**src/rtl/ws2812_serializer.sv**
```systemverilog
// ws2812_serializer: pulls LEDS*3 bytes from upstream and drives them MSB-first as WS2812 NRZ pulses, then a low latch period.
module ws2812_serializer #(
  parameter int LEDS         = 128,
  parameter int T_BIT        = 15,
  parameter int T0H          = 4,
  parameter int T1H          = 8,
  parameter int RESET_CYCLES = 720
)(
  input  logic       clk,
  input  logic       rst,
  input  logic       trigger,
  input  logic [7:0] color,
  output logic       data_request,
  output logic       dout,
  output logic       busy,
  output logic       frame_done
);
  localparam int NB = LEDS * 3;
  localparam int BW = NB > 1 ? $clog2(NB) : 1;
  localparam int PW = $clog2(T_BIT);
  localparam int LW = RESET_CYCLES > 1 ? $clog2(RESET_CYCLES) : 1;
  typedef enum logic [1:0] {IDLE, SEND, LATCH} state_t;
  state_t state, n_state;
  logic [7:0] shreg, n_shreg;
  logic [BW-1:0] byte_cnt, n_byte;
  logic [2:0] bit_cnt, n_bit;
  logic [PW-1:0] phase, n_phase;
  logic [LW-1:0] latch_cnt, n_latch;
  logic n_busy, req, n_dout;
  assign data_request = req & rst;
  always_comb begin
    n_state = state;
    n_shreg = shreg;
    n_byte = byte_cnt;
    n_bit = bit_cnt;
    n_phase = phase;
    n_latch = latch_cnt;
    n_busy = busy;
    req = 1'b0;
    frame_done = 1'b0;
    case (state)
      IDLE: if (trigger) begin
        req = 1'b1;
        n_shreg = color;
        n_byte = '0;
        n_bit = '0;
        n_phase = '0;
        n_busy = 1'b1;
        n_state = SEND;
      end
      SEND: if (phase == PW'(T_BIT - 1)) begin
        n_phase = '0;
        n_shreg = shreg << 1;
        n_bit = bit_cnt + 3'd1;
        if (bit_cnt == 3'd7) begin
          if (byte_cnt < BW'(NB - 1)) begin
            req = 1'b1;
            n_shreg = color;
            n_byte = byte_cnt + BW'(1);
          end else begin
            n_state = LATCH;
            n_latch = '0;
          end
        end
      end else n_phase = phase + PW'(1);
      LATCH: if (latch_cnt == LW'(RESET_CYCLES - 1)) begin
        frame_done = 1'b1;
        n_busy = 1'b0;
        n_state = IDLE;
      end else n_latch = latch_cnt + LW'(1);
      default: n_state = IDLE;
    endcase
    // line level is computed from next-state so the first high cycle follows the capture edge
    n_dout = (n_state == SEND) && (n_phase < (n_shreg[7] ? PW'(T1H) : PW'(T0H)));
  end
  always_ff @(posedge clk or negedge rst) begin
    if (!rst) begin
      state <= IDLE;
      shreg <= '0;
      byte_cnt <= '0;
      bit_cnt <= '0;
      phase <= '0;
      latch_cnt <= '0;
      busy <= 1'b0;
      dout <= 1'b0;
    end else begin
      state <= n_state;
      shreg <= n_shreg;
      byte_cnt <= n_byte;
      bit_cnt <= n_bit;
      phase <= n_phase;
      latch_cnt <= n_latch;
      busy <= n_busy;
      dout <= n_dout;
    end
  end
endmodule

```
**config.mk**
```make
export PLATFORM = sky130hd
export DESIGN_NAME = ws2812_serializer
export DESIGN_NICKNAME = d
export VERILOG_FILES = /design/src/rtl/ws2812_serializer.sv
export SDC_FILE = /design/constraint.sdc
export NUM_CORES = 1
export LEC_CHECK = 0
export CAP_MARGIN = 20
export CORE_MARGIN = 5
export CORE_UTILIZATION = 57
export CTS_BUF_LIST = sky130_fd_sc_hd__clkbuf_8 sky130_fd_sc_hd__clkbuf_16
export CTS_CLUSTER_DIAMETER = 150
export DETAILED_ROUTE_END_ITERATION = 16
export PLACE_DENSITY = 0.82
export SETUP_SLACK_MARGIN = 0.4
export SYNTH_ARGS = -nofsm -noshare
export SYNTH_HDL_FRONTEND = slang
export SYNTH_SLANG_ARGS = --single-unit
```
**constraint.sdc**
```tcl
create_clock -name clk -period 1.95 [get_ports clk]
set_input_delay 0.195 -clock clk [delete_from_list [all_inputs] [get_ports clk]]
set_output_delay 0.195 -clock clk [all_outputs]
set_load 0.1 [all_outputs]
```
* Word level (Yosys, flattened, before mapping)
Cells that the tools add are included.
** Operators by class
- $add $sub $neg :: 4
- $lt $le $gt $ge :: 2
- Eq/ne operators :: 13
- Muxes and demuxes :: 38
- Bitwise logic cells :: 1
- Reduce and logical (&&, ||, !) cells :: 9
** Operators with widths (count)
- two-way mux 10 bit :: 4
- two-way mux 9 bit :: 4
- two-way mux 8 bit :: 4
- case mux 10 bit (2 select lines) :: 1
- case mux 9 bit (2 select lines) :: 1
- case mux 8 bit (2 select lines) :: 1
- inequality test 2 bit (second input constant) :: 7
- two-way mux 4 bit :: 3
- adder 10 x 1 -> 10 bit (second input constant) :: 1
- == test 10 bit (second input constant) :: 1
- two-way mux 2 bit :: 5
- AND reduction 5 bit :: 2
- adder 9 x 1 -> 9 bit (second input constant) :: 1
- less-than comparator 9 bit (second input constant) :: 1
- two-way mux 1 bit :: 8
- case mux 4 bit (2 select lines) :: 1
- two-way mux 3 bit :: 2
- case mux 2 bit (3 select lines) :: 1
- case mux 3 bit (2 select lines) :: 1
- AND reduction 3 bit :: 2
- nonzero test 2 bit :: 3
- adder 4 x 1 -> 4 bit (second input constant) :: 1
- == test 2 x 1 -> 1 bit (second input constant) :: 2
- == test 4 bit (second input constant) :: 1
- other kinds (8) :: 9
** Storage, ports and cells
- Register bits :: 38
- Input bits :: 11
- Output and inout bits :: 4
- Logic and storage cells :: 76

* Depth between registers and ports, before layout
Gate-level depths: netlist (run 1).
- Depth in word-level cells :: 8
- Gate-level depth with buffers :: 8
- Depth with buffers taken out :: 6

* Worst setup path before layout (run 1)
No wires, ideal clock.
- Path kind :: reg2reg
- Start point :: register latch_cnt[8]
- End point :: register busy
- Library setup time :: 0.239 ns
- Arrival time :: 3.008 ns
- Data required time :: 1.711 ns
- Slack :: -1.297 ns
- Cell stages (with the launch flop) :: 5
- Buffers on the path :: 0
- Clock period less this slack :: 3.247 ns
- Cell sequence :: dfrtp_1 > and4b_1 > nand2_1 > nor3_1 > o21ai_0
** On the way
- Word-level cells in the longest chain between the ends :: 3
** RTL lines
- start: declaration :: RTL line 28 : logic [LW-1:0] latch_cnt, n_latch;
- start signal: assignment :: RTL line 92 : latch_cnt <= n_latch;
- == test 10 bit :: RTL line 66 : LATCH: if (latch_cnt == LW'(RESET_CYCLES - 1)) begin
- inequality test 2 bit (no source line)
- AND reduction 3 bit (no source line)
- end signal: assignment :: RTL line 93 : busy <= n_busy;
- end: declaration :: RTL line 15 : output logic busy,
No other way between the ends.
A chain may end at the register's enable or synchronous reset.

* Final worst setup path (run 1)
- Start point :: register bit_cnt[1]
- End point :: output port data_request
** On the way
- Word-level cells in the longest chain between the ends :: 5
** RTL lines
- start: declaration :: RTL line 26 : logic [2:0] bit_cnt, n_bit;
- start signal: assignment :: RTL line 90 : bit_cnt <= n_bit;
- == test 3 bit :: RTL line 55 : if (bit_cnt == 3'd7) begin
- two-way mux 1 bit :: RTL line 55
- two-way mux 1 bit :: RTL line 51 : SEND: if (phase == PW'(T_BIT - 1)) begin
- case mux 1 bit (2 select lines) :: RTL line 41 : case (state)
- bitwise AND 1 bit :: RTL line 30 : assign data_request = req & rst;
- end: declaration :: RTL line 13 : output logic data_request,
No other way between the ends.

==> results of run 1 <==
==> worst register-to-register path, cell delays in order (launching register included) <==
cell	delay, ns
sky130_fd_sc_hd__dfrtp_1	0.36
sky130_fd_sc_hd__ha_2	0.19
sky130_fd_sc_hd__ha_4	0.15
sky130_fd_sc_hd__a21boi_4	0.22
sky130_fd_sc_hd__o21ai_4	0.10
sky130_fd_sc_hd__buf_4	0.16
sky130_fd_sc_hd__buf_12	0.14
sky130_fd_sc_hd__or4_1	0.49
sky130_fd_sc_hd__a21oi_1	0.16
==> metal layers <==
layer / routed length [µm] / vias to the layer above
li1: - / 825
met1: 2440 / 927
met2: 3110 / 112
met3: 507 / 41
met4: 336 / 0
met5: 0 / -
==> cell type report <==
type	instances	share of cell area, %
Clock buffer	5	2.46
Clock inverter	2	0.357
Inverter	9	1.21
Multi-Input combinational cell	144	43.2
Sequential cell	38	34.0
Tap cell	46	2.06
Timing Repair Buffer	48	16.7
==> cells by family after synthesis <==
group           Yosys count
compound gates           42
buf+inv                  15
simple gates             86
mux                       5
fa+ha+maj                 6
xor+xnor                  5
flops                    38
==> worst max path at each step <==
stage / slack, ns / cells past startpoint / from / to
floorplan: 0.13 / 4 / latch_cnt[8]$_DFFE_PN0P_ / busy$_DFFE_PN0P_
global placement: 0.08 / 6 / trigger / shreg[1]$_DFFE_PN0P_
detailed placement: 0.04 / 6 / trigger / shreg[4]$_DFFE_PN0P_
CTS: -0.06 / 7 / bit_cnt[1]$_DFFE_PN0P_ / data_request
global route: -0.15 / 7 / bit_cnt[1]$_DFFE_PN0P_ / data_request
finish: -0.09 / 7 / bit_cnt[1]$_DFFE_PN0P_ / data_request
==> metrics by stage <==
stage	area (µm²)	TNS (ns)	hold WS [ns]	util, %
5_1_grt	2800	-1.08	0.0499	83.9
6_report	2800	-0.445	0.000920	83.9
2_1_floorplan	2100	0	-0.101	-
3_5_place_dp	2300	0	0.344	69.1
3_3_place_gp	2300	0	0.330	69.1
4_1_cts	2550	-0.0555	0.0220	76.5
==> report_power, final <==
part | internal, µW | switching (µW) | leakage (µW)
Sequential | 976 | 189 | 0.000484
Clock | 240 | 296 | 0.0000438
Combinational | 587 | 612 | 0.000696
Total | 1800 | 1100 | 0.00122
==> cells in the mapped netlist, types with 2 or more instances <==
master	instances	area, µm²
sky130_fd_sc_hd__ha_1	6	75.1
sky130_fd_sc_hd__nor4_1	4	25.0
sky130_fd_sc_hd__a221o_1	6	60.1
sky130_fd_sc_hd__buf_2	2	10.0
sky130_fd_sc_hd__o21a_1	2	15.0
sky130_fd_sc_hd__nor2_1	10	37.5
sky130_fd_sc_hd__nand4_1	4	25.0
sky130_fd_sc_hd__clkbuf_1	3	11.3
sky130_fd_sc_hd__and4b_1	2	20.0
sky130_fd_sc_hd__a21oi_1	5	25.0
sky130_fd_sc_hd__mux2i_1	5	50.1
sky130_fd_sc_hd__xor2_1	3	26.3
sky130_fd_sc_hd__o21ai_0	9	45.0
sky130_fd_sc_hd__o22ai_1	2	12.5
sky130_fd_sc_hd__o31ai_1	3	22.5
sky130_fd_sc_hd__or3_1	4	25.0
sky130_fd_sc_hd__o211ai_1	2	15.0
sky130_fd_sc_hd__nand2_1	24	90.1
sky130_fd_sc_hd__or4_1	2	15.0
sky130_fd_sc_hd__nand2b_1	5	31.3
sky130_fd_sc_hd__dfrtp_1	38	951
sky130_fd_sc_hd__and3_1	8	50.1
sky130_fd_sc_hd__xnor2_1	2	17.5
sky130_fd_sc_hd__nand3_1	15	75.1
sky130_fd_sc_hd__inv_1	9	33.8
==> state kept, by name, summed over array words and instances (netlist names) <==
| name | count |
|---|---|
| dout | 1 |
| phase | 4 |
| busy | 1 |
| bit_cnt | 3 |
| state | 2 |
| byte_cnt | 9 |
| latch_cnt | 10 |
| shreg | 8 |
==> timing repair <==
action | CTS | global route
setup buffers | 8 | 18
endpoints found under the hold margin | 0 | 0
setup endpoints to repair | 25 | 32
resized for setup | 23 | 17
pin swaps | 5 | 7
gates cloned | 0 | 1
==> metrics list, run 1 <==
* DRT iter0 DRCs: 156
* RSZ-0062 raised after global routing: yes
- Status: finished with violations
- The kind of cell with the highest combined delay along the critical path is compound AO/OA/AOI/OAI gates.
* TritonCTS buffer count: 5
- Pleak: ~0.0012 µW
- Share of the synthesized area in compound gates (AO/OA/AOI/OAI): 16.3%
- Counting cells, the worst reg-to-reg path comes to 8.
* Met2 track demand over resource in global routing: 41.6%
* Number of rows in the core area: 21
* Post-synthesis mux area share: 2.55%
* EDFF count, synth: 0
* Buf/Inv on CP: 1
* Number of global-route vias before repair: 1,785
- The setup path with the least slack is of type reg2out.
- Avg Synthesized Cell Area: 9.97 µm²
* Area of the core: about 3300 µm²
- After layout, the worst setup slack is -0.0896 ns.
- Post-cts hold buffer count: 0
- Number of antenna repair diodes: 0
* Violations in the final reports: setup timing
- Met1 usage in global routing: 27.4%
- Detailed placement ended at an HPWL of about 3200 µm.
* # H-tree levels: 2
* Post-Synthesis Cell Area: ~2000 µm²
- Entering global routing, the biggest net connects 39 pins.
- After Yosys synthesis, full adders, half adders and majority gates account for 3.82% of the synthesized area.
* Worst Skew: 0.0119 ns
- For this run, the register share of the synthesized area comes to 48.4%.
- VDD sags by at most 704 µV.
- met2 is the most crowded layer.
* Worst-margin pin slew: 0.601 ns
* Router iterations before antenna repair: 5
- After detailed routing, the number of vias per cell comes to 6.52.
- Leaving out fill and tap cells, the most frequent cell in the layout is sky130_fd_sc_hd__dfrtp_1.
* Commonest cells after routing, fill and taps aside: sky130_fd_sc_hd__dfrtp_1 (36), sky130_fd_sc_hd__buf_4 (30), sky130_fd_sc_hd__nand2_1 (22), sky130_fd_sc_hd__nand3_1 (13)
* Post-route minimum period: 2.04 ns
- At the placement stage, the worst setup path has a slack of 0.0421 ns.
- Setup violations remaining at the end of the flow were counted as 9.
- Achievable frequency: 490 MHz
- Placed instance count: between 200 and 300
- Syn nets: 214
* Primary FF master, synth: sky130_fd_sc_hd__dfrtp_1
- Reg-to-reg critical path startpoint: bit_cnt[1]$_DFFE_PN0P_
- Buffers added on ports: 14
* Critical Path Sink Type: output port
- The die covers roughly 4700 µm².
- Routability congestion estimate from global placement: 0.824
- Power Density: 1040 nW/µm²
* Routed vias: about 1,900
- The synthesized netlist devotes 2.23% of its cell area to XOR and XNOR gates.
* Clock-pin slew of the registers on the worst-case setup and hold paths: 0.08 ns
- STA classifies the critical path startpoint as a flop.
* Ratio of final minimum period to clock period: 105%
- Number of routed nets with antenna violations: 0
- The Yosys step of the flow raised 0 warnings.
- The endpoint identified for the worst register-to-register timing path is byte_cnt[4]$_DFFE_PN0P_.
* CTS root buffer: sky130_fd_sc_hd__clkbuf_8
* Clock Sink Count: 38
- Vertical die dimension: just under 70 µm
* Drt wl/cell: 21.9 µm
- In the final layout, flip-flops and latches occupy 953 µm².
* Seq cells post-synth: 38
- In the global route stage, overall resource usage came out at 24.9%.
- Critical path's slowest cell: sky130_fd_sc_hd__dfrtp_1
* Total detailed-routing wirelength: 6390 µm
- Max-cap violations in this run came to 0.
* Max-slew violation count: 0
- In this design, the stage delay of the slowest critical-path cell is 0.36 ns.
* Class of the tightest hold or removal check: in2async
* Signal arrival time at the worst endpoint: 1.84 ns
- Starting Density: between 50% and 60%
- Finished Layout Cells: 292
- Area growth from synthesis to layout: 42.6%
- After filler insertion, the fill cell instance count of the layout stands at approximately 190.
- Number of top-level pins: 15
* Async S/R FF share, synth: 100%
- The final layout contains 263 nets.
- The number of antenna violations at the first check in global routing came to 0.
- GRT overflow: 0
- Walking the worst path, the cells encountered are ha_2 > ha_4 > a21boi_4 > o21ai_4 > a21oi_4 > and3b_4 > buf_12.
- The synthesized netlist contains 47 unique library cells.
- For this run, global-route usage on met3 was measured as under 10%.
* Number of endpoints with negative hold slack in the final report: 0
- The first global-routing pass estimated 8360 µm of wire.
- The clock reaches the later pin of the worst-skew pair after about 0.31 ns.
* Setup slack, reg-to-reg: -0.08 ns
* Multi-input gate area: 1210 µm²
- CTS max path bufs: 2
- After synthesis, the largest family of logic cells by area is simple AND/OR/NAND/NOR gates.
- Share of synthesized cell area in and, or, nand and nor gates: a little under a quarter
- Max-Slew Margin vs Limit: 59.8%
- The design draws 2900 µW.
- Synthesized instance count: ~200
- TritonCTS built the clock tree.
- Detailed-route DRC error count: 0
- Data required, critical path: 1.75 ns
* Max Fanout on Critical Path: 2
* Ratio of cells with drive above 1 in the final layout: 37.4%
- Measured along the x axis, the die boundary spans a little under 70 µm.
(Power assumes the default switching activity.)
==> inputs of run 2 (changes only) <==
--- a/config.mk
+++ b/config.mk
@@ -7,11 +7,11 @@
 export LEC_CHECK = 0
 export CAP_MARGIN = 20
 export CORE_MARGIN = 5
-export CORE_UTILIZATION = 57
+export CORE_UTILIZATION = 62
 export CTS_BUF_LIST = sky130_fd_sc_hd__clkbuf_8 sky130_fd_sc_hd__clkbuf_16
 export CTS_CLUSTER_DIAMETER = 150
 export DETAILED_ROUTE_END_ITERATION = 16
-export PLACE_DENSITY = 0.82
+export PLACE_DENSITY = 0.88
 export SETUP_SLACK_MARGIN = 0.4
 export SYNTH_ARGS = -nofsm -noshare
 export SYNTH_HDL_FRONTEND = slang
==> constraint.sdc (replaced) <==
create_clock -name clk -period 2.51 [get_ports clk]
set_input_delay 0.251 -clock clk [delete_from_list [all_inputs] [get_ports clk]]
set_output_delay 0.251 -clock clk [all_outputs]
set_load 0.1 [all_outputs]
==> run 2 against run 1 <==
  * The run now ends clean
  * Hold slack better by 0.062 ns
  * Total power is 35% lower
  * Non-clock buffer count is 23 lower
  * Register-to-register slack better by 0.69 ns
  * Global-route usage is 1.0 points lower
  * Flip-flop and latch count stayed put
==> metrics list, run 2 (synthesis gave the netlist of run 1 again) <==
* TritonCTS buffer count: 5
- 15 I/O pins were placed.
* Drt wl/cell: 17.3 µm
- Summed over all nets, the half-perimeter wirelength after detailed placement is 3260 µm.
* Signal arrival time at the worst endpoint: 1.81 ns
* Max-cap check violation count: 0
* Router iterations before antenna repair: 4
* Fraction of the core area covered by cells at the end of the flow: about 76%
* Setup slack, reg-to-reg: roughly 0.61 ns
* Ratio of final minimum period to clock period: 82.3%
- Final hold slack: between 0.06 and 0.07 ns
- First-pass GRT wire length: 7830 µm
- Die width: approximately 66 µm
* Worst Skew: about 0.0050 ns
- In this run switching power makes up 34.9% of total power.
- Compared with the post-synthesis result, the final layout area differs by 18.2%.
* Total of fill cells in the finished design: 215
* Status: finished clean
- Number of rows in the core area: 20
* Registers with the most flip-flops: latch_cnt x10, byte_cnt x9, shreg x8
* Kind of critical path: reg2out
- Max-slew violation count: 0
- Buffers added on ports: 14
- RSZ-0062 raised after global routing: no
- Final Setup Violations: 0
* Most common cell after layout, fill and taps aside: sky130_fd_sc_hd__dfrtp_1
- Combinational cells account for 33.4% of the total power.
- The register with the most flip-flops in the layout has 10 of them.
- STA classifies the critical path endpoint as an output port.
* Max Fanout on Critical Path: 2
* Total detailed-routing wirelength: ~4600 µm
- The finished cells cover 2320 µm².
- Internal power summed over all cells: 1230 µW
- Number of endpoints with negative hold slack in the final report: 0
* Die footprint: 4390 µm²
- Starting Density: between 60% and 70%
* CTS tree: yes
- Entering global routing, the biggest net connects 39 pins.
- GRT overflow: 0
- In this run the standard cell core region covers 3050 µm².
- Clock Sink Count: 38
* Portion of total power attributed to the clock network: 20.1%
* # H-tree levels: 2
- Number of global-route vias before repair: about 1,700
- Post-cts hold buffer count: 0
- Using the TritonRoute via totals, the vias-per-cell ratio works out to 6.16.
- For the pin with the worst max-slew slack, the measured transition is 0.577 ns.
* Buf/Inv on CP: 1
- The analysis attributes to net switching a power of 659 µW.
- Detailed-route DRC error count: 0
* Antenna violations before repair: 0
- Summing all placed instances gives a cell area of 2160 µm².
- The die is 66.3 µm tall.
* CP Cell Sequence: ha_1 > ha_2 > a21boi_4 > o21ai_2 > a21oi_4 > and3b_2 > buf_12
- Across all setup checks in the final design, the least slack found is between 0.4 and 0.5 ns.
- On the worst path, the slowest cell contributes a delay of 0.36 ns.
- Post-route minimum period: 2.07 ns
* Pleak: 0.00105 µW
- The congestion estimate from routability-driven global placement came to slightly below 0.9.
- Worst Setup Start Kind: flop
- Registers are responsible for ~46% of the overall power.
- Maximum resistive drop on vdd: 722 µV
- Worst-Skew Late Latency: 0.29 ns
- Pre-CTS setup slack: about 0.17 ns
- The count of nets left with antenna violations once routing finished came out at 0.
- Ratio of cells with drive above 1 in the final layout: 15.2%
- Power Density: slightly above 800 nW/µm²
* Setup TNS: 0 ns
- The repair_antennas step left the layout with diodes totalling 0.
* Delay-heaviest family, CP: compound AO/OA/AOI/OAI gates
- Routed vias: between 1,500 and 2,000
* Data required, critical path: 2.26 ns
- Class of the tightest hold or removal check: in2async
* Critical path's slowest cell: sky130_fd_sc_hd__dfrtp_1
* Total Nets Final: between 200 and 250
* CTS max path bufs: 2
- Max-Slew Margin vs Limit: approximately 61%
- Commonest cells after routing, fill and taps aside: sky130_fd_sc_hd__dfrtp_1 (38), sky130_fd_sc_hd__nand2_1 (24), sky130_fd_sc_hd__nand3_1 (15), sky130_fd_sc_hd__buf_4 (14), sky130_fd_sc_hd__inv_1 (11)
* DRT iter0 DRCs: 119
- Clock-pin slew of the registers on the worst-case setup and hold paths: 0.07 ns
- Achievable frequency: 484 MHz
* CTS root buffer: sky130_fd_sc_hd__clkbuf_8
* Top reg by flops: latch_cnt
* GR Util All Layers: between 20% and 30%
[run 2: cell count changes in the layout (fill, tap and decap cells not counted), moves of 3 or more]
cell,previous run,this run
sky130_fd_sc_hd__and3_1,1,7
sky130_fd_sc_hd__and3_4,7,1
sky130_fd_sc_hd__buf_12,5,1
sky130_fd_sc_hd__buf_4,30,14
sky130_fd_sc_hd__ha_1,2,5
sky130_fd_sc_hd__nor4_1,0,4
sky130_fd_sc_hd__nor4_4,3,0
sky130_fd_sc_hd__o21ai_0,6,9
[run 2: metrics by stage]
stage	std cells	power (µW)
finish	267	1890
global route	267	2020
CTS	262	1820
detailed placement	252	1410
global placement	252	1350
floorplan	197	1240
[run 2: metal layers]
metal	track usage [%]	part of all wire (%)	vias to the layer above
li1	-	-	768
met1	28.6	40	811
met2	40.3	52	58
met3	6.80	6.0	9
met4	9.39	1.8	0
met5	0	0	-
[run 2: power groups by stage]
stage | Sequential [µW] | Clock [µW] | Combinational [µW]
detailed placement | 885 | 0 | 529
floorplan | 913 | 0 | 330
global route | 893 | 421 | 703
CTS | 873 | 386 | 566
finish | 877 | 381 | 632
global placement | 872 | 0 | 480
[run 2: final timing paths]
path,start,endpoint,depth (start not counted)
worst max register to register,state[0]$_DFF_PN0_,dout$_DFF_PN0_,4
worst min-delay path,rst,byte_cnt[5]$_DFFE_PN0P_,2
worst max-delay path,bit_cnt[0]$_DFFE_PN0P_,data_request,7
min in group clk,shreg[2]$_DFFE_PN0P_,shreg[2]$_DFFE_PN0P_,1
worst min register to register,shreg[2]$_DFFE_PN0P_,shreg[2]$_DFFE_PN0P_,1
max in group asynchronous,rst,shreg[2]$_DFFE_PN0P_,2
[run 2: what timing repair did]
action | in CTS | in global routing
cloned | 0 | 0
pin swaps | 2 | 1
resized for setup | 5 | 1
buffers inserted | 3 | 5
setup endpoints to repair | 1 | 1
[run 2: area by class of cell]
cell class | count | area (µm²) | area share, %
sequential | 38 | 951 | 41.0
clock inverter | 2 | 7.51 | 0.323
timing repair buffer | 25 | 220 | 9.49
multi-input combinational | 144 | 985 | 42.4
inverter | 9 | 33.8 | 1.46
clock buffer | 5 | 68.8 | 2.96
tap | 44 | 55.1 | 2.37
==> inputs of run 3 (changes only) <==
--- a/config.mk
+++ b/config.mk
@@ -7,11 +7,11 @@
 export LEC_CHECK = 0
 export CAP_MARGIN = 20
 export CORE_MARGIN = 5
-export CORE_UTILIZATION = 62
+export CORE_UTILIZATION = 52
 export CTS_BUF_LIST = sky130_fd_sc_hd__clkbuf_8 sky130_fd_sc_hd__clkbuf_16
 export CTS_CLUSTER_DIAMETER = 150
 export DETAILED_ROUTE_END_ITERATION = 16
-export PLACE_DENSITY = 0.88
+export PLACE_DENSITY = 0.79
 export SETUP_SLACK_MARGIN = 0.4
 export SYNTH_ARGS = -nofsm -noshare
 export SYNTH_HDL_FRONTEND = slang
==> constraint.sdc (replaced) <==
create_clock -name clk -period 1.8 [get_ports clk]
set_input_delay 0.18 -clock clk [delete_from_list [all_inputs] [get_ports clk]]
set_output_delay 0.18 -clock clk [all_outputs]
set_load 0.1 [all_outputs]
==> run 3 against run 2 <==
  * Largest cell class unchanged
  * Register-to-register slack worse by 0.83 ns
  * Critical endpoint is now byte_cnt[4]$_DFFE_PN0P_
  * The flow now finishes with violations (setup timing)
  * Total power is 65% higher
  * Clock power grew 82%
==> metrics list, run 3 (synthesis gave the netlist of run 1 again) <==
- After detailed routing, the number of vias per cell comes to 6.16.
* Final hold slack: roughly 0.49 ns
* # H-tree levels: 2
- RSZ-0062 raised after global routing: yes
- The number of hold violations in the final report is 0.
* Pleak: 0.00131 µW
- Headroom to the max-slew limit came out at 67.2%.
- The floorplan step defined a die boundary enclosing 5100 µm².
* Routed vias: 1,891
- Number of flip-flops under the largest register name: 10
- Worst-margin pin slew: between 0.4 and 0.5 ns
- Clock tree synthesis inserted a total of 5 buffers.
* Max-slew violation count: 0
- For met1 alone, demand over resource in global routing was a little over a quarter.
* Vertical die dimension: 71.4 µm
- Between clock sinks in the finished design, the worst skew comes to approximately 0.013 ns.
- Maximum resistive drop on vdd: 855 µV
- The tree is rooted in a sky130_fd_sc_hd__clkbuf_8.
- Met2 track demand over resource in global routing: 38.8%
- The library cells used most frequently in the layout, excluding fill and tap cells, are sky130_fd_sc_hd__dfrtp_1 (35), sky130_fd_sc_hd__buf_4 (34), sky130_fd_sc_hd__nand2_1 (22), sky130_fd_sc_hd__nand3_1 (13), sky130_fd_sc_hd__buf_6 (10).
- The first global-routing pass estimated roughly 8800 µm of wire.
- Class of the tightest hold or removal check: in2reg
* Die width: 71.4 µm
- FF-to-FF path depth: 9
- The floorplan has 22 rows.
- In the global route stage, met3 resource usage came out at 4.07%.
- Once detailed placement completed, the half-perimeter wirelength came to 3100 µm.
- Area of the core: 3660 µm²
* Data required, critical path: 1.98 ns
* Sequential cell area: 955 µm²
- Total detailed-routing wirelength: slightly below 6000 µm
- Leaving out fill and tap cells, the most frequent cell in the layout is sky130_fd_sc_hd__dfrtp_1.
- Worst Setup Start Kind: flop
* Fraction of the core area covered by cells at the end of the flow: 81.3%
* Number of global-route vias before repair: around 1,800
- The multi-input combinational cells in the finished layout cover a total of about 1200 µm².
- Detailed-route DRC error count: 0
* Max Fanout on Critical Path: 7
- Total Nets Final: 275
- Entering global routing, the biggest net connects 39 pins.
* Ratio of final minimum period to clock period: 112%
* GR Util All Layers: between 20% and 30%
* Buffers added on ports: 14
- CTS max path bufs: 2
- The worst setup path is captured at a flop.
* Kind of critical path: reg2reg
- At the later pin of the worst-skew pair, clock insertion delay measures ~0.3 ns.
- GRT Max-Usage Layer: met2
- Antenna violations before repair: 0
- Status: finished with violations
* Power Density: 1050 nW/µm²
- Registers with the most flip-flops: latch_cnt x10, byte_cnt x9, shreg x8
- GRT overflow: 0
- Number of routed nets with antenna violations: 0
* Top reg by flops: latch_cnt
* DRT iter0 DRCs: between 100 and 150
- Routability congestion estimate from global placement: about 0.88
- Number of top-level pins: 15
- For this run, the top clock speed supported by timing is between 400 and 500 MHz.
* Number of antenna repair diodes: 0
* Total of fill cells in the finished design: 186
* Signal arrival time at the worst endpoint: approximately 2.2 ns
- Hold path cells: 2
- CTS tree: yes
- Clock-pin slew of the registers on the worst-case setup and hold paths: approximately 0.08 ns
- Setup violations remaining at the end of the flow were counted as 16.
* Starting Density: between 50 and 60%
- Across all setup checks in the final design, the least slack found is -0.224 ns.
* Violations in the final reports: setup timing
* Area growth from synthesis to layout: 51.6%
* Max-cap check violation count: 0
- At the placement stage, the worst setup path has a slack of -0.00372 ns.
- The pre-antenna-repair detailed-routing pass consisted of 4 iterations.
- Drt wl/cell: 19.3 µm
* Ratio of cells with drive above 1 in the final layout: 43.2%
* Clock Sink Count: 38
* Post-route minimum period: approximately 2.0 ns
[run 3: report_power, final]
part           switching (µW)  internal, µW
combinational             629           582
clock                     307           387
sequential                165          1060
[run 3: layer usage]
metal / wire length (µm) / share of wire [%]
met3: 261 / 4.4
met5: 0 / 0
met4: 179 / 3.0
met1: 2350 / 40
met2: 3130 / 53
[run 3: final timing paths]
| check | start | endpoint | slack [ns] |
|---|---|---|---|
| max | bit_cnt[0]$_DFFE_PN0P_ | byte_cnt[4]$_DFFE_PN0P_ | -0.22 |
| min | color[0] | shreg[0]$_DFFE_PN0P_ | 0.49 |
| max reg2reg | bit_cnt[0]$_DFFE_PN0P_ | byte_cnt[4]$_DFFE_PN0P_ | -0.22 |
| min reg2reg | shreg[3]$_DFFE_PN0P_ | shreg[3]$_DFFE_PN0P_ | 0.52 |
| max in group asynchronous | rst | state[0]$_DFF_PN0_ | 0.92 |
| min in group asynchronous | rst | latch_cnt[2]$_DFFE_PN0P_ | 0.50 |
[run 3: layout make-up]
| class | count | area share [%] |
|---|---|---|
| Multi-Input combinational cell | 144 | 41.7 |
| Inverter | 9 | 1.13 |
| Tap cell | 48 | 2.02 |
| Clock buffer | 8 | 3.70 |
| Timing Repair Buffer | 60 | 19.3 |
| Sequential cell | 38 | 32.1 |
[run 3: through the flow]
step	total power, µW	TNS (ns)	std cells	instance area (µm²)
after floorplan	1850	-0.0347	197	2120
after global placement	2060	0	268	2390
after detailed placement	2110	-0.00372	268	2390
after CTS	3000	-0.195	300	2840
after global routing	3280	-3.12	307	2980
final	3130	-2.32	307	2980
[run 3: what timing repair did]
| action | in CTS | in global routing |
|---|---|---|
| gates resized for setup | 30 | 22 |
| cloned | 1 | 1 |
| setup buffers | 22 | 6 |
| endpoints found under the setup margin | 32 | 36 |
| hold endpoints to repair | 38 | 0 |
| pin swaps | 18 | 10 |
| hold buffers | 1 | 0 |
[run 3: worst max-delay path, cell delays in order (launching register included)]
cell	delay [ns]
sky130_fd_sc_hd__dfrtp_1	0.38
sky130_fd_sc_hd__ha_2	0.20
sky130_fd_sc_hd__ha_4	0.14
sky130_fd_sc_hd__a21boi_4	0.20
sky130_fd_sc_hd__o21ai_4	0.10
sky130_fd_sc_hd__buf_4	0.15
sky130_fd_sc_hd__buf_8	0.14
sky130_fd_sc_hd__buf_4	0.14
sky130_fd_sc_hd__o31ai_1	0.35
sky130_fd_sc_hd__a21oi_2	0.11
